File: src/rtl/clk_meter_pkg.sv
// Shared types and defaults for the clock period meter.
package clk_meter_pkg;

    // Measurement FSM states
    typedef enum logic [1:0] {
        IDLE = 2'd0,
        ARM  = 2'd1,
        MEAS = 2'd2
    } state_t;

    // Default divider / meter constants
    localparam int DEF_CNT_W    = 32;
    localparam int DEF_EXP_HALF = 100000;
    localparam int DEF_TOL      = 0;
    localparam int DEF_LOCK_N   = 4;
    localparam int DEF_TIMEOUT  = 1000000;

    // Full period of a divider given its half-period
    function automatic longint exp_period(input longint half);
        return 2 * half;
    endfunction

endpackage

File: src/rtl/sync_edge.sv
// Two-flop synchronizer for the slow clock plus a delay flop for edge detection.
module sync_edge
    import clk_meter_pkg::*;
(
    input  logic I_CLK,
    input  logic rst,
    input  logic S_CLK,
    output logic s_lvl,
    output logic rise,
    output logic fall
);

    logic r_s1;
    logic r_s2;
    logic r_s3;

    // Bring S_CLK into the I_CLK domain and keep one extra sample for edges
    always_ff @(posedge I_CLK or posedge rst) begin
        if (rst) begin
            r_s1 <= 1'b0;
            r_s2 <= 1'b0;
            r_s3 <= 1'b0;
        end else begin
            r_s1 <= S_CLK;
            r_s2 <= r_s1;
            r_s3 <= r_s2;
        end
    end

    assign s_lvl = r_s2;
    assign rise  = r_s2 & ~r_s3;
    assign fall  = ~r_s2 & r_s3;

endmodule

File: src/rtl/clk_period_meter.sv
// Measures period and high time of a slow clock in I_CLK cycles, with lock and timeout.
module clk_period_meter
    import clk_meter_pkg::*;
#(
    parameter int CNT_W    = DEF_CNT_W,
    parameter int EXP_HALF = DEF_EXP_HALF,
    parameter int TOL      = DEF_TOL,
    parameter int LOCK_N   = DEF_LOCK_N,
    parameter int TIMEOUT  = DEF_TIMEOUT
) (
    input  logic             I_CLK,
    input  logic             rst,
    input  logic             en,
    input  logic             S_CLK,
    output logic [CNT_W-1:0] period_o,
    output logic [CNT_W-1:0] high_o,
    output logic             valid_o,
    output logic             lock_o,
    output logic             timeout_o
);

    // Tolerance window evaluated one bit wider than the counters so it cannot wrap
    localparam longint EXP_P = exp_period(longint'(EXP_HALF));
    localparam longint LO_L  = (EXP_P > longint'(TOL)) ? EXP_P - longint'(TOL) : 64'sd0;
    localparam longint HI_L  = EXP_P + longint'(TOL);
    localparam logic [CNT_W:0] P_LO = LO_L[CNT_W:0];
    localparam logic [CNT_W:0] P_HI = HI_L[CNT_W:0];

    localparam int MW = $clog2(LOCK_N + 1);
    localparam logic [MW-1:0]    LOCK_M = MW'(LOCK_N);
    localparam logic [CNT_W-1:0] TO_C   = CNT_W'(TIMEOUT);
    localparam logic [CNT_W-1:0] ONE_C  = CNT_W'(1);

    function automatic logic f_in_tol(input logic [CNT_W-1:0] p);
        logic [CNT_W:0] w_p;
        w_p = {1'b0, p};
        return (w_p >= P_LO) && (w_p <= P_HI);
    endfunction

    function automatic logic [MW-1:0] f_sat_inc(input logic [MW-1:0] m);
        return (m >= LOCK_M) ? LOCK_M : m + MW'(1);
    endfunction

    state_t           r_state;
    state_t           w_state_nxt;
    logic             w_s_lvl;
    logic             w_rise;
    logic             w_fall;
    logic             r_s_lvl_p0;
    logic             r_rise_p0;
    logic             r_fall_p0;
    logic [CNT_W-1:0] r_cnt;
    logic [CNT_W-1:0] r_hcnt;
    logic [CNT_W-1:0] w_cnt_inc;
    logic             w_start;
    logic             w_meas_rise;
    logic             w_tmo;
    logic             r_vld_p1;
    logic [MW-1:0]    r_match;
    logic [MW-1:0]    w_match_nxt;

    sync_edge u_sync_edge (
        .I_CLK (I_CLK),
        .rst   (rst),
        .S_CLK (S_CLK),
        .s_lvl (w_s_lvl),
        .rise  (w_rise),
        .fall  (w_fall)
    );

    assign w_cnt_inc = r_cnt + ONE_C;

    // ---- stage p0: registered edge events and level ----
    // Register edges so valid_o lands four cycles after S_CLK is first sampled high
    always_ff @(posedge I_CLK or posedge rst) begin
        if (rst) begin
            r_s_lvl_p0 <= 1'b0;
            r_rise_p0  <= 1'b0;
            r_fall_p0  <= 1'b0;
        end else begin
            r_s_lvl_p0 <= w_s_lvl;
            r_rise_p0  <= w_rise;
            r_fall_p0  <= w_fall;
        end
    end

    // FSM state register
    always_ff @(posedge I_CLK or posedge rst) begin
        if (rst) begin
            r_state <= IDLE;
        end else begin
            r_state <= w_state_nxt;
        end
    end

    // Next state and per-cycle decisions; a rise always beats a timeout
    always_comb begin
        w_state_nxt = r_state;
        w_start     = 1'b0;
        w_meas_rise = 1'b0;
        w_tmo       = 1'b0;
        if (!en) begin
            w_state_nxt = IDLE;
        end else begin
            case (r_state)
                IDLE: w_state_nxt = ARM;
                ARM: begin
                    if (r_rise_p0) begin
                        w_start     = 1'b1;
                        w_state_nxt = MEAS;
                    end else if (w_cnt_inc >= TO_C) begin
                        w_tmo = 1'b1;
                    end
                end
                MEAS: begin
                    if (r_rise_p0) begin
                        w_meas_rise = 1'b1;
                    end else if (w_cnt_inc >= TO_C) begin
                        w_tmo       = 1'b1;
                        w_state_nxt = ARM;
                    end
                end
                default: w_state_nxt = IDLE;
            endcase
        end
    end

    // Period and high-time counters; cnt doubles as the ARM wait timer
    always_ff @(posedge I_CLK or posedge rst) begin
        if (rst) begin
            r_cnt  <= '0;
            r_hcnt <= '0;
        end else if (!en || (r_state == IDLE) || w_tmo) begin
            r_cnt  <= '0;
            r_hcnt <= '0;
        end else if (w_start || w_meas_rise) begin
            r_cnt  <= ONE_C;
            r_hcnt <= ONE_C;
        end else begin
            r_cnt <= w_cnt_inc;
            if ((r_state == MEAS) && r_s_lvl_p0) begin
                r_hcnt <= r_hcnt + ONE_C;
            end
        end
    end

    // ---- stage p1: capture measurements ----
    // Latch period on rise and high time on fall while measuring
    always_ff @(posedge I_CLK or posedge rst) begin
        if (rst) begin
            period_o <= '0;
            high_o   <= '0;
            r_vld_p1 <= 1'b0;
        end else begin
            r_vld_p1 <= w_meas_rise;
            if (w_meas_rise) begin
                period_o <= r_cnt;
            end
            if (en && (r_state == MEAS) && r_fall_p0) begin
                high_o <= r_hcnt;
            end
        end
    end

    always_comb begin
        w_match_nxt = f_in_tol(period_o) ? f_sat_inc(r_match) : '0;
    end

    // ---- stage p2: valid pulse, lock tracking, timeout flag ----
    // Lock and timeout change on the same edge that raises valid_o
    always_ff @(posedge I_CLK or posedge rst) begin
        if (rst) begin
            valid_o   <= 1'b0;
            lock_o    <= 1'b0;
            timeout_o <= 1'b0;
            r_match   <= '0;
        end else begin
            valid_o <= r_vld_p1;
            if (w_tmo) begin
                timeout_o <= 1'b1;
                lock_o    <= 1'b0;
                r_match   <= '0;
            end else begin
                if (r_vld_p1) begin
                    timeout_o <= 1'b0;
                end
                if (!en) begin
                    lock_o  <= 1'b0;
                    r_match <= '0;
                end else if (r_vld_p1) begin
                    r_match <= w_match_nxt;
                    lock_o  <= (w_match_nxt >= LOCK_M);
                end
            end
        end
    end

endmodule
File: config.mk
export PLATFORM = sky130hd
export DESIGN_NAME = clk_period_meter
export DESIGN_NICKNAME = d
export VERILOG_FILES = /design/src/rtl/clk_meter_pkg.sv /design/src/rtl/sync_edge.sv /design/src/rtl/clk_period_meter.sv
export SDC_FILE = /design/constraint.sdc
export NUM_CORES = 1
export LEC_CHECK = 0
export ABC_AREA = 0
export BUFFER_PORTS_ARGS = -buffer_cell sky130_fd_sc_hd__buf_2
export CORE_UTILIZATION = 53
export CTS_CLUSTER_DIAMETER = 120
export DETAILED_ROUTE_END_ITERATION = 10
export PLACE_DENSITY = 0.77
export REMOVE_ABC_BUFFERS = 1
export SYNTH_ARGS = -nofsm -noshare
export SYNTH_HDL_FRONTEND = slang
export SYNTH_SLANG_ARGS = --single-unit
File: constraint.sdc
create_clock -name I_CLK -period 3.7 [get_ports I_CLK]
set_input_delay 0.185 -clock I_CLK [delete_from_list [all_inputs] [get_ports I_CLK]]
set_output_delay 0.185 -clock I_CLK [all_outputs]
set_load 0.005 [all_outputs]
Yosys cells after proc, flatten, opt, wreduce, memory -nomap -nowiden. Cells that the tools add are included.

Register bits after elaboration: 142. Input port bits: 4. Output and inout bits: 67. Logic and storage cells: 75.

Add/sub/neg operators: 3. Order comparisons: 5. Eq/ne operators: 6. Multiplexer cells: 29. Bitwise logic cells: 4. Reduce and logical (&&, ||, !) cells: 13.

Operators with widths (number): 2-to-1 mux 32 bit (5); adder 32 x 1 -> 32 bit, second input constant (2); greater-or-equal comparator 32 x 18 -> 1 bit, second input constant (1); greater-or-equal comparator 32 x 20 -> 1 bit, second input constant (1); less-or-equal comparator 32 x 18 -> 1 bit, second input constant (1); 2-to-1 mux 3 bit (5); 2-to-1 mux 1 bit (14); != test 3 bit, second input constant (3); 2-to-1 mux 2 bit (4); greater-or-equal comparator 3 bit, second input constant (2); case mux 2 bit (3 select lines) (1); logical AND 1 bit (4); adder 3 x 1 -> 3 bit, second input constant (1); logical OR 1 bit (3); != test 3 x 1 -> 1 bit, second input constant (1); AND reduction 3 bit (1); nonzero test 3 bit (1); bitwise AND 1 bit (2); equality test 2 x 1 -> 1 bit, second input constant (1); equality test 2 bit, second input constant (1); zero test 2 bit (1); inverter 1 bit (2); nonzero test 2 bit (1); OR reduction 2 bit (1); zero test 1 bit (1).

Longest topological paths before layout. Gate-level depths: netlist (run 1).

Depth in word-level cells: 8. Gate-level depth with buffers: 11. Depth with buffers taken out: 10.

Modules after synthesis. Synthesis (run 1) repeated with hierarchy kept, for this count alone.

Cells, all modules: 573. Area, all modules: 6526.3 sq um.

By module, submodules not included: clk_period_meter (times used 1, cells each 567, area an instance 6432.4 sq um); sync_edge (times used 1, cells each 6, area an instance 93.8 sq um).

Worst setup path after synthesis (run 1). No wires, ideal clock.

Path type: reg2reg. From: reg r_cnt[0]. To: reg r_hcnt[10]. Data arrival time: 2.609 ns. Data required time: 3.628 ns. Path slack: 1.018 ns. Cell stages (with the launch flop): 12. Clock period less this slack: 2.682 ns. Cell sequence: dfrtp_1 > ha_1 > clkbuf_1 > nand3_1 > nor2_1 > and3_1 > mux2i_1 > nand4_1 > a211oi_2 > o2111ai_4 > buf_6 > nor2_1.

Word-level cells in the longest chain between the ends: 8. Elaborated cells on any way between the ends: 9. Those cells by class: add/sub: 1; order compare: 1; mux: 5; reduce/logical: 2.

Ends and longest elaborated chain: start: declaration (RTL line clk_period_meter.sv:52) `logic [CNT_W-1:0] r_cnt;`; start signal: assignment (RTL line clk_period_meter.sv:140) `r_cnt <= w_cnt_inc;`; adder 32 x 1 -> 32 bit * (RTL line clk_period_meter.sv:71) `assign w_cnt_inc = r_cnt + ONE_C;`; greater-or-equal comparator 32 x 20 -> 1 bit * (RTL line clk_period_meter.sv:111, clk_period_meter.sv:118); 2-to-1 mux 1 bit * (RTL line clk_period_meter.sv:111, clk_period_meter.sv:118); 2-to-1 mux 1 bit * (RTL line clk_period_meter.sv:116) `if (r_rise_p0) begin`; 2-to-1 mux 1 bit *; 2-to-1 mux 1 bit * (RTL line clk_period_meter.sv:102) `if (!en) begin`; logical OR 1 bit * (RTL line clk_period_meter.sv:133) `end else if (!en || (r_state == IDLE) || w_tmo) begin`; nonzero test 3 bit (no source line) or 2-to-1 mux 32 bit (tied branches); end signal: assignment (RTL line clk_period_meter.sv:142) `r_hcnt <= r_hcnt + ONE_C;`; end: declaration (RTL line clk_period_meter.sv:53) `logic [CNT_W-1:0] r_hcnt;`.

Mark *: on every way between the ends. The rest lies on a longest branch, timed or not. A chain may end at the register's enable or synchronous reset.

Final worst setup path (run 1).
From: reg r_cnt[0]. To: reg r_hcnt[1].

The elaborated chain is that of the path after synthesis.

==> flow_metrics.py, run 1 <==
metrics = {
    "critical_path": {
        "cp.arrival_ns": 3.56,
        "ff2ff_path_depth": 10,
        "worst-path-max-fanout": 31,
        "start_kind": "flop",
        "critPathKind": "reg2reg",
        "reg2reg_slack_ns": 0.48,
        "endpoint_kind": "flop",
        "worst_r2r_endpoint": "r_hcnt[1]$_DFFE_PP0P_",
        "r2r-start": "r_cnt[0]$_DFF_PP0_",
        "worstPathRequired_ns": 4.04,
    },
    "timing": {
        "worst_slack_ns": 0.4849,
        "fin_skew_ns": 0.01154,
        "rsz0062_at_grt": "false",
        "setup_viol": 0,
        "worst_pin_slew_ns": 0.7132,
        "drv_slew": 0,
        "hold_violations": 0,
        "slew_headroom": 0.5201,
        "fmax_ghz": 0.3110,
        "min_period_ns": 3.215,
        "min_period_over_period": 0.8690,
        "setup_tns_ns": 0,
    },
    "yosys": {
        "synthFlopType": "dfrtp_1",
        "syn_inst": 585,
        "synthTopCellsByArea": "dfrtp_1 53%, mux2_2 11%, xnor2_1 4.6%, xor2_1 4.5%, nor2_1 3.5%",
        "synth_cell_types": 52,
        "ys_seq_area_frac": 0.5286,
        "synth.cell_area_sq_um": 6675,
        "yosysMostFrequentCell": "dfrtp_1",
        "syn_area_per_cell_sq_um": 11.41,
        "ys_ff_latch": 141,
        "synth_top_cell_by_area": "dfrtp_1",
        "async_reset_ff_frac": 1.000,
        "yosysWarnings": 0,
        "synth-edff-count": 0,
        "synth_top_area_share": 0.5286,
        "synthTopCellsByCount": "141 x dfrtp_1, 63 x mux2_2, 62 x nor2_1",
    },
    "global_routing": {
        "grt_pass1_vias": 4566,
        "grt_max_degree": 81,
        "grtUsageTotal": 0.2278,
        "grt_overflow": 0,
        "grt_pass1_wl_um": 22660,
        "grt_antenna_before_repair": 0,
    },
    "floorplan": {
        "core_region_area_sq_um": 12160,
        "std_cell_rows": 40,
        "die_area_sq_um": 13050,
        "fp.dieW_um": 114.2,
        "io_pins": 71,
        "start_util": 0.5489,
        "fp.dieH_um": 114.2,
    },
    "drt": {
        "ant_nets": 0,
        "via_per_inst": 5.551,
        "drc_errors": 0,
        "wl_per_cell_um": 16.11,
        "drtIter0Drc": 262,
        "routed_wl_um": 13450,
        "firstDrtPassIters": 4,
        "dr_total_vias": 4635,
    },
    "clock_tree": {
        "cts_tree": "done",
        "cts_max_level": 4,
        "clock_sinks": 141,
        "cts_buffer_depth": 2,
        "clock_latency_ns": 0.43,
        "cts_made_buffers": 17,
        "clk_pin_slew_ns": 0.06,
        "cts_root_buffer": "clkbuf_16",
    },
    "power_and_ir_drop": {
        "p_leak_nw": 3.681,
        "peakVddDrop_mv": 0.2377,
        "finalPower_mw": 3.766,
        "power.density_nw_per_um2": 482.8,
    },
    "placed_design": {
        "place_area_sq_um": 7133,
        "portBuffers": 70,
        "pre_cts_slack_ns": 0.5559,
        "hpwl_um": 9010,
        "gp_congestion": 0.8854,
    },
    "layout": {
        "fillers": 926,
        "nets": 666,
        "antennaDiodeCount": 0,
        "syn2layout_area_growth_pct": 16.85,
        "layout-drive-gt1-share": 0.3223,
        "postLayoutCellArea_sq_um": 7800,
    },
    "run": {
        "maxCapViolCount": 0,
    },
    "worst_hold_path": {
        "hold_class": "in2reg",
        "holdPathEnd": "r_state[1]$_DFFE_PP0P_",
        "min_from": "en",
        "min_path_cells": 3,
    },
    "outcome": {
        "outcome": "complete, no violations",
    },
}
-- worst max-delay path by stage --
stage                             startpoint                     end  cells past startpoint
final                     r_cnt[0]$_DFF_PP0_   r_hcnt[1]$_DFFE_PP0P_                     10
after global routing      r_cnt[0]$_DFF_PP0_  r_hcnt[31]$_DFFE_PP0P_                     10
after CTS                 r_cnt[0]$_DFF_PP0_   r_hcnt[1]$_DFFE_PP0P_                     10
after detailed placement  r_cnt[0]$_DFF_PP0_  r_hcnt[31]$_DFFE_PP0P_                     10
after global placement    r_cnt[0]$_DFF_PP0_   r_hcnt[1]$_DFFE_PP0P_                     10
after floorplan                          rst   high_o[0]$_DFFE_PP0P_                      1
-- sequential cells by signal, indices dropped and copies added (netlist names) --
signal	flops
r_hcnt	32
timeout_o	1
r_fall_p0	1
period_o	32
u_sync_edge.r_s3	1
r_rise_p0	1
lock_o	1
valid_o	1
r_vld_p1	1
u_sync_edge.s_lvl	1
high_o	32
r_cnt	32
r_match	2
r_state	2
u_sync_edge.r_s1	1
-- per-layer routing --
metal / vias up / routed length (um) / GRT usage
met3: 19 / 574 / 0.05558
li1: 2164 / - / -
met1: 2340 / 6066 / 0.3033
met5: - / 0 / 0
met4: 0 / 168 / 0.08745
met2: 112 / 6645 / 0.3620
-- critical path, stage by stage, from the launching register on --
cell       delay [ns]
dfrtp_1          0.45
ha_1             0.40
nand3_1          0.12
nor2_1           0.40
and3_1           0.29
mux2i_1          0.21
nand4_1          0.15
a211oi_2         0.44
o2111ai_4        0.17
buf_4            0.32
a21oi_1          0.19
-- cell families after synthesis --
group,Yosys count,synth area share
DFF,141,0.5286
adders and majority gates,8,0.01500
buffers and inverters,40,0.03018
and+or+nand+nor,234,0.1934
AOI/OAI and AO/OA,26,0.02999
xor gates and xnor gates,69,0.09053
muxes,67,0.1123
-- cell usage in the layout (no fill, tap or decap), drive strengths merged, types with 3 or more instances in the layout --
cell,instances
clkinv,4
nand4,25
and2,5
a211oi,4
a21oi,4
mux2,63
nor4,13
xnor2,35
clkbuf,18
and4,7
o21ai,6
nor4b,5
nand3,25
ha,8
nand2,37
and3,10
mux2i,4
nor3,8
bufinv,4
nor2b,3
nor2,89
xor2,34
buf,77
dfrtp,141
inv,15
-- report_power, final --
group          internal, mW  switching (mW)
Clock                  1.16           0.689
Sequential             1.57          0.0294
Combinational        0.0933           0.226
Total                  2.82           0.944
-- cell type report --
class                      instances  area [sq um]  area share
sequential                       141          3528      0.4524
multi-input combinational        404          2945      0.3776
clock buffer                      18         439.2     0.05630
timing repair buffer              79         422.9     0.05422
tap                              168         210.2     0.02695
clock inverter                    14         207.7     0.02663
inverter                          11         46.29    0.005935
-- stage by stage --
stage | cells | util | hold slack (ns)
2_1_floorplan | 556 | - | 0.2164
3_3_place_gp | 801 | 0.5865 | 0.2930
3_5_place_dp | 801 | 0.5865 | 0.2960
4_1_cts | 835 | 0.6414 | 0.1052
5_1_grt | 835 | 0.6414 | 0.1315
6_report | 835 | 0.6414 | 0.1093
-- repair_timing --
| item | 4_1_cts | 5_1_grt |
|---|---|---|
| gates resized for setup | 0 | 0 |
| hold buffers | 2 | 0 |
| endpoints found under the hold margin | 79 | 0 |
| buffers inserted | 0 | 0 |
No activity file was read; power rests on OpenSTA's default activity.
==> inputs of run 2 (changes only) <==
--- a/config.mk
+++ b/config.mk
@@ -10,6 +10,7 @@
 export CORE_UTILIZATION = 53
 export CTS_CLUSTER_DIAMETER = 120
 export DETAILED_ROUTE_END_ITERATION = 10
+export GPL_TIMING_DRIVEN = 0
 export PLACE_DENSITY = 0.77
 export REMOVE_ABC_BUFFERS = 1
 export SYNTH_ARGS = -nofsm -noshare
==> constraint.sdc (replaced) <==
create_clock -name I_CLK -period 3.7 [get_ports I_CLK]
set_input_delay 1.11 -clock I_CLK [delete_from_list [all_inputs] [get_ports I_CLK]]
set_output_delay 1.11 -clock I_CLK [all_outputs]
set_load 0.005 [all_outputs]
==> flow_metrics.py, run 2 (synthesized netlist as in run 1, its figures left out) <==
metrics = {
    "outcome": {
        "outcome": "complete, no violations",
    },
    "critical_path": {
        "worstPathRequired_ns": 4.04,
        "worst-path-max-fanout": 27,
        "critPathKind": "reg2reg",
        "cp.arrival_ns": 3.69,
        "crit_start": "r_cnt[0]$_DFF_PP0_",
        "endpoint_kind": "flop",
        "start_kind": "flop",
        "reg2reg_slack_ns": 0.36,
        "r2r-start": "r_cnt[0]$_DFF_PP0_",
    },
    "global_routing": {
        "grtUsageTotal": 0.2201,
        "grt_pass1_wl_um": 22180,
        "grt_max_degree": 79,
        "grt_overflow": 0,
        "grt_antenna_before_repair": 0,
        "grt_pass1_vias": 4552,
    },
    "clock_tree": {
        "clock_latency_ns": 0.42,
        "cts_made_buffers": 17,
        "cts_root_buffer": "clkbuf_16",
        "clk_pin_slew_ns": 0.06,
        "ctsResizeCount": 0,
        "clock_sinks": 141,
        "cts_tree": "done",
        "cts_max_level": 4,
        "cts_hold_buf": 0,
        "cts_setup_buffers": 0,
        "cts_buffer_depth": 2,
    },
    "timing": {
        "slew_headroom": 0.3288,
        "fin_skew_ns": 0.008249,
        "hold_violations": 0,
        "whs_ns": 0.3507,
        "min_period_over_period": 0.9037,
        "setup_viol": 0,
        "min_period_ns": 3.344,
        "fmax_ghz": 0.2991,
        "worst_slack_ns": 0.3564,
        "drv_slew": 0,
        "rsz0062_at_grt": "false",
        "worst_pin_slew_ns": 0.9976,
        "setup_tns_ns": 0,
    },
    "floorplan": {
        "fp.dieH_um": 114.2,
        "io_pins": 71,
        "core_region_area_sq_um": 12160,
        "die_area_sq_um": 13050,
        "start_util": 0.5489,
        "fp.dieW_um": 114.2,
        "std_cell_rows": 40,
    },
    "drt": {
        "wl_per_cell_um": 15.90,
        "via_per_inst": 5.525,
        "ant_nets": 0,
        "wl_met1_um": 5854,
        "drtIter0Drc": 246,
        "routed_wl_um": 13170,
        "wl_met2_um": 6487,
        "dr_total_vias": 4575,
        "firstDrtPassIters": 4,
        "drc_errors": 0,
        "met3WireLength_um": 568,
        "top_layer_used": "met4",
    },
    "power_and_ir_drop": {
        "combPwrFrac": 0.095,
        "peakVddDrop_mv": 0.2728,
        "p_seq_frac": 0.424,
        "swShare": 0.2477,
        "power.density_nw_per_um2": 483.6,
        "intPower_mw": 2.836,
        "clockPowerShare": 0.481,
        "switchingPower_uw": 933.7,
        "p_leak_nw": 3.674,
    },
    "placed_design": {
        "gp_congestion": 0.8487,
        "pre_cts_slack_ns": 0.3231,
        "hpwl_um": 8603,
        "dp.cells": 797,
        "place_area_sq_um": 7166,
        "portBuffers": 70,
    },
    "layout": {
        "instances_no_fill": 828,
        "postLayoutCellArea_sq_um": 7794,
        "nets": 660,
        "antennaDiodeCount": 0,
        "final_cell_mix": "141 x dfrtp_1, 70 x buf_2, 63 x mux2_2",
        "syn2layout_area_growth_pct": 16.76,
        "final_common_cell": "dfrtp_1",
        "layout-drive-gt1-share": 0.3227,
    },
    "worst_hold_path": {
        "min_from": "u_sync_edge.r_s1$_DFF_PP0_",
        "hold_class": "reg2reg",
    },
    "run": {
        "maxCapViolCount": 0,
    },
}
==> run 2: cell type report <==
class,count,area (sq um)
flip-flops and latches,141,3528
fillers,927,4368
repair buffers,73,425.4
well taps,168,210.2
multi-input cells,404,2958
clock inverters,13,186.4
clock buffers,18,439.2
inverters,11,46.29
==> run 2: final timing paths <==
| path | to | cells after the start |
|---|---|---|
| min in group asynchronous | high_o[17]$_DFFE_PP0P_ | 2 |
| max reg2reg | r_cnt[9]$_DFF_PP0_ | 9 |
| min | u_sync_edge.s_lvl$_DFF_PP0_ | 0 |
| max | r_cnt[9]$_DFF_PP0_ | 9 |
| min reg2reg | u_sync_edge.s_lvl$_DFF_PP0_ | 0 |
| max in group asynchronous | period_o[18]$_DFFE_PP0P_ | 3 |
==> run 2: per-layer routing <==
layer	vias up	GRT usage
met5	-	0
met2	116	0.3527
met3	24	0.05294
li1	2144	-
met4	0	0.08485
met1	2291	0.2912
==> run 2: critical path: stages, from the launching register on <==
cell       delay (ns)
dfrtp_1          0.47
ha_1             0.38
nand4_4          0.19
nor4_4           0.44
and4_1           0.30
o221ai_1         0.14
a211oi_2         0.41
o2111ai_4        0.45
buf_12           0.33
nor2_1           0.15
==> run 2: power by group through the flow <==
stage	registers [mW]	clock network [mW]	logic, mW
floorplan	1.62	0	0.225
global placement	1.62	0	0.292
detailed placement	1.62	0	0.361
CTS	1.60	1.84	0.364
global route	1.60	1.92	0.394
finish	1.60	1.81	0.357
==> run 2: through the flow <==
stage                     utilization  total power [mW]
after floorplan                     -             1.842
after global placement         0.5818             1.915
after detailed placement       0.5892             1.985
after CTS                      0.6406             3.800
after global routing           0.6408             3.911
final                          0.6408             3.769
